==> src/rtl/mem_port_arbiter.sv <==
// Round-robin arbiter with lock for one registered memory port; read responses return MEM_RD_LATENCY+1 cycles after accept, no rsp backpressure.
// Optional conflict counter output conflict_cnt_o when MEM_ARB_STATS_EN is defined.
package mem_port_arbiter_pkg;
    localparam int DATA_FIELD_WIDTH = 32;
    localparam int ADDR_FIELD_WIDTH = 16;
    localparam int BYTE             = 8;
    localparam int WE_W             = DATA_FIELD_WIDTH / BYTE;
endpackage

module mem_port_arbiter
    import mem_port_arbiter_pkg::*;
#(
    parameter int NUM_REQ        = 4,
    parameter int MEM_RD_LATENCY = 1
) (
    input  logic                                 clk_i,
    input  logic                                 reset_i,
    input  logic [NUM_REQ-1:0]                   req_valid_i,
    output logic [NUM_REQ-1:0]                   req_ready_o,
    input  logic [NUM_REQ-1:0]                   req_write_i,
    input  logic [NUM_REQ-1:0]                   req_lock_i,
    input  logic [NUM_REQ*WE_W-1:0]              req_we_i,
    input  logic [NUM_REQ*ADDR_FIELD_WIDTH-1:0]  req_addr_i,
    input  logic [NUM_REQ*DATA_FIELD_WIDTH-1:0]  req_data_i,
    output logic [NUM_REQ-1:0]                   rsp_valid_o,
    output logic [DATA_FIELD_WIDTH-1:0]          rsp_data_o,
    output logic                                 write_o,
    output logic [WE_W-1:0]                      we_o,
    output logic [ADDR_FIELD_WIDTH-1:0]          addr_o,
    output logic [DATA_FIELD_WIDTH-1:0]          data_o,
    input  logic [DATA_FIELD_WIDTH-1:0]          q_i
`ifdef MEM_ARB_STATS_EN
    ,
    output logic [31:0]                          conflict_cnt_o
`endif
);

    localparam int IDX_W = (NUM_REQ > 1) ? $clog2(NUM_REQ) : 1;

    typedef enum logic {IDLE, LOCKED} state_t;

    state_t                 state_q, state_d;
    logic [IDX_W-1:0]       owner_q, owner_d;
    logic [IDX_W-1:0]       ptr_q, ptr_d;
    logic [IDX_W-1:0]       grant_idx;
    logic [IDX_W:0]         cand;
    logic                   accept;
    logic [NUM_REQ-1:0]     grant;

    logic                         write_q;
    logic [WE_W-1:0]              we_q;
    logic [ADDR_FIELD_WIDTH-1:0]  addr_q;
    logic [DATA_FIELD_WIDTH-1:0]  data_q;
    logic                         rd_vld_q;
    logic [IDX_W-1:0]             rd_idx_q;
    logic [MEM_RD_LATENCY-1:0]    tag_vld_q;
    logic [IDX_W-1:0]             tag_idx_q [MEM_RD_LATENCY];

    always_comb begin
        grant     = '0;
        grant_idx = '0;
        accept    = 1'b0;
        cand      = '0;
        state_d   = state_q;
        owner_d   = owner_q;
        ptr_d     = ptr_q;
        if (!reset_i) begin
            if (state_q == LOCKED) begin
                if (req_valid_i[owner_q]) begin
                    accept    = 1'b1;
                    grant_idx = owner_q;
                end
            end else begin
                for (int k = 0; k < NUM_REQ; k++) begin
                    cand = {1'b0, ptr_q} + (IDX_W+1)'(k);
                    if (cand >= (IDX_W+1)'(NUM_REQ))
                        cand = cand - (IDX_W+1)'(NUM_REQ);
                    if (!accept && req_valid_i[cand[IDX_W-1:0]]) begin
                        accept    = 1'b1;
                        grant_idx = cand[IDX_W-1:0];
                    end
                end
            end
        end
        if (accept) begin
            grant = NUM_REQ'(1) << grant_idx;
            if (state_q == IDLE) begin
                ptr_d = (grant_idx == IDX_W'(NUM_REQ-1)) ? '0 : grant_idx + IDX_W'(1);
                if (req_lock_i[grant_idx]) begin
                    state_d = LOCKED;
                    owner_d = grant_idx;
                end
            end else if (!req_lock_i[grant_idx]) begin
                state_d = IDLE;
            end
        end
    end

    assign req_ready_o = grant;

    always_ff @(posedge clk_i) begin
        if (reset_i) begin
            state_q <= IDLE;
            owner_q <= '0;
            ptr_q   <= '0;
        end else begin
            state_q <= state_d;
            owner_q <= owner_d;
            ptr_q   <= ptr_d;
        end
    end

    // Memory port stage; the read tag rides alongside the address it belongs to.
    always_ff @(posedge clk_i) begin
        if (reset_i) begin
            write_q  <= 1'b0;
            we_q     <= '0;
            addr_q   <= '0;
            data_q   <= '0;
            rd_vld_q <= 1'b0;
            rd_idx_q <= '0;
        end else begin
            write_q  <= accept & req_write_i[grant_idx];
            we_q     <= (accept && req_write_i[grant_idx]) ?
                        req_we_i[grant_idx*WE_W +: WE_W] : '0;
            if (accept) begin
                addr_q <= req_addr_i[grant_idx*ADDR_FIELD_WIDTH +: ADDR_FIELD_WIDTH];
                data_q <= req_data_i[grant_idx*DATA_FIELD_WIDTH +: DATA_FIELD_WIDTH];
            end
            rd_vld_q <= accept & ~req_write_i[grant_idx];
            rd_idx_q <= grant_idx;
        end
    end

    always_ff @(posedge clk_i) begin
        if (reset_i) begin
            tag_vld_q <= '0;
            for (int k = 0; k < MEM_RD_LATENCY; k++) tag_idx_q[k] <= '0;
        end else begin
            tag_vld_q[0] <= rd_vld_q;
            tag_idx_q[0] <= rd_idx_q;
            for (int k = 1; k < MEM_RD_LATENCY; k++) begin
                tag_vld_q[k] <= tag_vld_q[k-1];
                tag_idx_q[k] <= tag_idx_q[k-1];
            end
        end
    end

    always_comb begin
        rsp_valid_o = '0;
        if (tag_vld_q[MEM_RD_LATENCY-1])
            rsp_valid_o = NUM_REQ'(1) << tag_idx_q[MEM_RD_LATENCY-1];
    end

    assign rsp_data_o = q_i;
    assign write_o    = write_q;
    assign we_o       = we_q;
    assign addr_o     = addr_q;
    assign data_o     = data_q;

`ifdef MEM_ARB_STATS_EN
    logic [31:0] conflict_cnt_q;

    always_ff @(posedge clk_i) begin
        if (reset_i)
            conflict_cnt_q <= '0;
        else if (($countones(req_valid_i) >= 2) && (conflict_cnt_q != '1))
            conflict_cnt_q <= conflict_cnt_q + 32'd1;
    end

    assign conflict_cnt_o = conflict_cnt_q;
`endif

endmodule

==> config.mk <==
export PLATFORM = sky130hd
export DESIGN_NAME = mem_port_arbiter
export DESIGN_NICKNAME = d
export VERILOG_FILES = /design/src/rtl/mem_port_arbiter.sv
export SDC_FILE = /design/constraint.sdc
export NUM_CORES = 1
export LEC_CHECK = 0
export ABC_AREA = 1
export BUFFER_PORTS_ARGS = -buffer_cell sky130_fd_sc_hd__buf_2
export CORE_AREA = 3 3 133 135
export DETAILED_ROUTE_END_ITERATION = 10
export DIE_AREA = 0 0 136 138
export GPL_TIMING_DRIVEN = 0
export HOLD_SLACK_MARGIN = 0.15
export PLACE_DENSITY_LB_ADDON = 0.15
export SLEW_MARGIN = 15
export SYNTH_ARGS = -nofsm -noshare
export SYNTH_HDL_FRONTEND = slang
export SYNTH_SLANG_ARGS = --single-unit
==> constraint.sdc <==
create_clock -name clk_i -period 4.4 [get_ports clk_i]
set_clock_uncertainty 0.1 [all_clocks]
set_input_delay 0.88 -clock clk_i [delete_from_list [all_inputs] [get_ports clk_i]]
set_output_delay 0.88 -clock clk_i [all_outputs]
set_load 0.02 [all_outputs]
Word-level counts from Yosys, hierarchy flattened
Memories as Yosys holds them, arrays and structs flattened.
Index checks and enable logic that the tools add are counted.
{"block": "totals", "elab_cells": 106, "out_inout_bits": 93, "register_bits": 62, "mem_count": 1, "in_bits": 254, "mem_bits_rw": 2}
{"block": "op_classes", "bitwise_logic": 5, "n_eq_ne": 1, "n_reduce_logical": 11, "shifts": 5, "n_lt_le_gt_ge": 10, "addsub": 8, "mux": 55}
{"name": "tag_idx_q", "words": 1, "word_bits": 2, "read_ports": 1, "rd_clocked_by_memory_dff": 0, "write_ports": 1, "line": "57", "rtl": "logic [IDX_W-1:0] tag_idx_q [MEM_RD_LATENCY];"}
{"cell": "$shiftx 128x8->32", "count": 1}
{"cell": "$shiftx 64x7->16", "count": 1}
{"cell": "$mux 2", "count": 21}
{"cell": "$mux 1", "count": 25}
{"cell": "$lt 2x3->1 const B", "count": 6}
{"cell": "$shiftx 16x5->4", "count": 1}
{"cell": "$bmux 1 s2", "count": 7}
{"cell": "$ge 3x3->1 const B", "count": 3}
{"cell": "$mux 4", "count": 2}
{"cell": "$shl 1x2->4 const A", "count": 2}
{"cell": "$sub 2x1->2 const B", "count": 4}
{"cell": "$add 2x2->3 const B", "count": 2}
{"cell": "$logic_and 1x1->1", "count": 4}
{"cell": "$reduce_or 2->1", "count": 2}
{"cell": "$add 2x1->3 const B", "count": 1}
{"cell": "$ge 2x3->1 const B", "count": 1}
{"cell": "$logic_not 1->1", "count": 3}
{"cell": "$not 1->1", "count": 3}
{"cell": "$reduce_and 3->1", "count": 1}
{"cell": "$add 2x1->2 const B", "count": 1}
{"cell": "$and 1x1->1", "count": 2}
{"cell": "$eq 2x2->1 const B", "count": 1}
{"cell": "$reduce_and 2->1", "count": 1}

Logic depth before layout (Yosys ltp)
{"block": "logic_depth", "ltp_word": 29, "ltp_mapped": 19, "depth_no_buf": 17}

Least setup slack after synthesis
OpenSTA, ideal clock, no wires.
{"block": "synth_path", "kind": "in2out", "from": "input port req_valid_i[3]", "to": "output port req_ready_o[2]", "cell_stages": 13, "t_required_ps": 3420, "setup_slack_ps": 927, "t_arrival_ps": 2493, "n_path_buf": 1, "path_cell_list": "inv_1 nand2_1 nand3_1 nand2_2 nor2_4 nand3_1 nand3_1 nand2_2 a21boi_4 buf_2 ha_1 inv_1 nor2_1"}
{"block": "synth_via", "elab_chain_len": 22, "word_cells_on_any_way": 38, "classes_between": "shift (1); mux (31); reduce/logical (6)"}
{"element": "from (decl)", "line": "18", "rtl": "input logic [NUM_REQ-1:0] req_valid_i,"}
{"element": "$bmux 1 s2", "line": "78", "rtl": "if (!accept && req_valid_i[cand[IDX_W-1:0]]) begin"}
{"element": "$mux 1 (not written as such)", "line": "78"}
{"element": "$mux 1", "line": "78"}
{"element": "$mux 1", "line": "68", "rtl": "if (state_q == LOCKED) begin"}
{"element": "$mux 1", "line": "67", "rtl": "if (!reset_i) begin"}
{"element": "$logic_not 1->1", "line": "78"}
{"element": "$logic_and 1x1->1", "line": "78"}
{"element": "$mux 1", "line": "78"}
{"element": "(+7 left out)"}
{"element": "$logic_not 1->1", "line": "78"}
{"element": "$logic_and 1x1->1", "line": "78"}
{"element": "$mux 2", "line": "78"}
{"element": "$mux 2 *", "line": "68"}
{"element": "$mux 2 *", "line": "67"}
{"element": "via grant_idx[1]", "line": "45", "rtl": "logic [IDX_W-1:0] grant_idx;"}
{"element": "$shl 1x2->4 *", "line": "86", "rtl": "grant = NUM_REQ'(1) << grant_idx;"}
{"element": "$mux 4 *", "line": "85", "rtl": "if (accept) begin"}
{"element": "to (decl)", "line": "19", "rtl": "output logic [NUM_REQ-1:0] req_ready_o,"}
Mark *: on every way through the listed nets, which the timed path passes. The rest lies on a longest branch. The select of a mux whose other input is x is not followed.

Worst setup path in the final report
{"block": "layout_path", "from": "input port req_valid_i[3]", "to": "output port req_ready_o[3]"}
Same word-level chain as after synthesis.

==> impl_metrics.toml <==
[status]
status = "finished clean"

[route]
avgRoutedWirePerCell_um = 15.09
final_antenna_net_count = 0
routed_wirelength_mm = 19.56
viasPerCell = 4.539
drc = 0
initialDrtViolationCount = 249
dr.pass1.iters = 4
vias = 5882

[finish]
fillers = 1912
nNetsFinal = 1328
mostFrequentLayoutCells = "buf_2 (341), nand2_1 (287), nand3_1 (159)"
multi_input_area_um2 = 2576
drive_above_1_share = 0.3864
syn_to_final_growth_pct = 46.47
final_common_cell = "buf_2"
seq_area_um2 = 1281

[critical_path]
cp_slowest_cell = "a21boi_4"
max_stage_delay_ns = 0.44
worst_ep_arrival_time_ns = 3.10
crit_start = "req_valid_i[3]"
cp_max_fo = 11
cp-start-kind = "input port"
worstSetupPathType = "in -> out"
r2r_cells = 14
cp_cell_sequence = "buf_2 > inv_1 > nand2_1 > nand3_1 > nand2_2 > nor2_4 > nand3_1 > nand3_1 > nand2_2 > a21boi_4 > buf_2 > ha_1 > inv_1 > nor2_1 > buf_2"
rr_startpoint = "ptr_q[0]$_SDFFE_PP0P_"
cp_top_family = "simple AND/OR/NAND/NOR gates"
reg2reg_slack_ns = 1.71
critPathCaptureType = "primary output"
crit_buf_inv = 5
critPathRequiredTime_ns = 3.42
rr_endpoint = "ptr_q[1]$_SDFFE_PP0P_"

[sta]
finalHoldViolCount = 0
setup_tns_ns = 0
fin_crit_sh = 0.9283
fin_crit_ns = 4.085
holdWs_ns = 0.3005
tightest_slew_ns = 0.5225
drv_slew = 0
finalSetupViolations = 0
rsz0062_at_grt = "false"
fmax_mhz = 244.8
relSlewSlack = 0.6517

[place]
numPortBuffers = 313
gp_congestion = 0.8349
dp_hpwl_mm = 15.52

[clock_tree]
postCtsHoldBufs = 0
cts-resized-gates = 0
postCtsSetupRepairBufs = 0
numCtsBuffers = 9
clockBufferDepth = 2
h-tree-depth = 3
tritoncts = "built"
cts_sinks = 64
root_buffer = "clkbuf_16"
clkLatencyLatePin_ns = 0.34
clk_pin_slew_ns = 0.05

[global_route]
grt.overflow.total = 0
antenna_found_initial = 1
first_global_vias = 5544
grt_pass1_wl_mm = 29.76
grt_max_degree = 12
gr-usage-all-layers = 0.2000

[pwr]
clock_power_share = 0.194
irDropWorstVdd_uv = 180.8
cellPowerDensity_nw_per_um2 = 495.6
pwr-share-comb = 0.545
p_leak_nw = 3.540
seq_power_share = 0.261
power_switching_w = 0.001530
p_int_w = 0.001753
switching_share = 0.4660

[yosys]
yosys.cell_types.count = 31
avgSynthCellArea_um2 = 6.063
yosysWarnings = 0
netlist_instances = 746
netlist_area_um2 = 4523
synth_seq_cells = 64
mappedNetlistNets = 1004
seq_area_frac_synth = 0.2833

[die]
initial_utilization = 0.2727
die_h_um = 138
io-pin-count = 347
core_um2 = 16580
design.die.area_um2 = 18770
rows = 47
die-width_um = 136

[hold_path]
hp-start = "rd_idx_q[0]$_SDFF_PP0_"
hold_depth = 2
hold_path_end = "tag_idx_q[0][0]$_SDFF_PP0_"
hold_path.class = "reg -> reg"

[job]
maxCapViolCount = 0
[worst max path at each step]
stage / slack, ns / to / cells after the start
after floorplan: 0.93 / req_ready_o[2] / 13
after global placement: 0.37 / req_ready_o[3] / 15
after detailed placement: 0.31 / req_ready_o[3] / 15
after CTS: 0.30 / req_ready_o[3] / 15
after global routing: 0.08 / req_ready_o[3] / 15
final: 0.32 / req_ready_o[3] / 15
[registers in the layout, summed over array words and instances, names as in the netlist]
name,cells
data_o,32
addr_o,16
we_o,4
owner_q,2
ptr_q,2
rd_idx_q,2
tag_idx_q,2
rd_vld_q,1
state_q,1
tag_vld_q,1
write_o,1
[cell type report]
type | count | share of cell area
sequential | 64 | 0.1934
tap | 220 | 0.04155
antenna | 2 | 0.0007554
clock buffer | 11 | 0.03513
inverter | 35 | 0.02096
buffer | 83 | 0.07951
timing repair buffer | 313 | 0.2364
multi-input combinational | 564 | 0.3889
clock inverter | 4 | 0.003399
[cell usage after synthesis]
| library cell | count | area [um2] |
|---|---|---|
| nand3b_1 | 1 | 7.510 |
| o21ai_1 | 17 | 85.08 |
| inv_1 | 29 | 108.9 |
| dfxtp_1 | 64 | 1281 |
| nand2_1 | 287 | 1077 |
| buf_4 | 34 | 255.2 |
| a21boi_4 | 1 | 18.77 |
| nand3_1 | 159 | 795.8 |
| or2_0 | 4 | 25.02 |
| o21bai_1 | 1 | 7.510 |
| inv_2 | 3 | 11.26 |
| inv_6 | 1 | 8.760 |
| buf_6 | 7 | 78.83 |
| a21boi_0 | 1 | 7.510 |
| nand4_1 | 1 | 6.260 |
| nor2_1 | 11 | 41.29 |
| clkinv_1 | 1 | 3.750 |
| clkbuf_1 | 14 | 52.55 |
| o211ai_1 | 5 | 37.54 |
| nand2_2 | 7 | 43.79 |
| nand3_2 | 3 | 30.03 |
| nor2_4 | 1 | 11.26 |
| a21oi_1 | 9 | 45.04 |
| nor3_1 | 4 | 20.02 |
| o21ai_0 | 44 | 220.2 |
| a211oi_1 | 1 | 7.510 |
| o21ai_4 | 1 | 16.27 |
| ha_1 | 4 | 50.05 |
| buf_2 | 28 | 140.1 |
| nand2_4 | 2 | 22.52 |
| inv_4 | 1 | 6.260 |
[per-stage QoR]
stage	power, W	instances	utilization	area, um2	worst slack [ns]
after floorplan	0.002042	746	-	4523	0.9266
after global placement	0.002672	1279	0.3838	6365	0.3708
after detailed placement	0.002674	1279	0.3838	6365	0.3119
after CTS	0.003324	1294	0.3992	6620	0.2989
after global routing	0.003562	1295	0.3994	6623	0.08297
final	0.003283	1296	0.3995	6625	0.3153
[routing by layer]
| layer | part of all wire | up-vias | GRT usage |
|---|---|---|---|
| li1 | - | 3044 | - |
| met1 | 0.42 | 2596 | 0.2461 |
| met2 | 0.49 | 227 | 0.3473 |
| met3 | 0.080 | 15 | 0.05378 |
| met4 | 0.012 | 0 | 0.04456 |
| met5 | 0 | - | 0 |
[kinds of logic after synthesis]
| group | after synthesis | synth area share |
|---|---|---|
| and+or+nand+nor | 480 | 0.4600 |
| buffers and inverters | 118 | 0.1472 |
| AOI/OAI and AO/OA | 80 | 0.09848 |
| DFF | 64 | 0.2833 |
| adders and majority gates | 4 | 0.01107 |
[worst register-to-register path, cell delays in order, from the launching register on]
cell,delay [ns]
dfxtp_1,0.30
buf_6,0.14
inv_6,0.09
nand2_1,0.07
nand3_1,0.12
nand2_2,0.10
nor2_4,0.14
nand3_1,0.08
nand3_1,0.10
nand2_2,0.09
a21boi_4,0.44
buf_2,0.35
ha_1,0.28
o21ai_0,0.16
inv_1,0.05
[power by group through the flow]
stage | Clock [W] | Combinational (W) | Sequential (W)
6_report | 0.000637 | 0.00179 | 0.000857
5_1_grt | 0.000682 | 0.00200 | 0.000878
4_1_cts | 0.000652 | 0.00181 | 0.000858
3_5_place_dp | 0 | 0.00181 | 0.000866
3_3_place_gp | 0 | 0.00181 | 0.000864
2_1_floorplan | 0 | 0.000984 | 0.00106
Note: power is estimated with default switching activity, not from simulation.
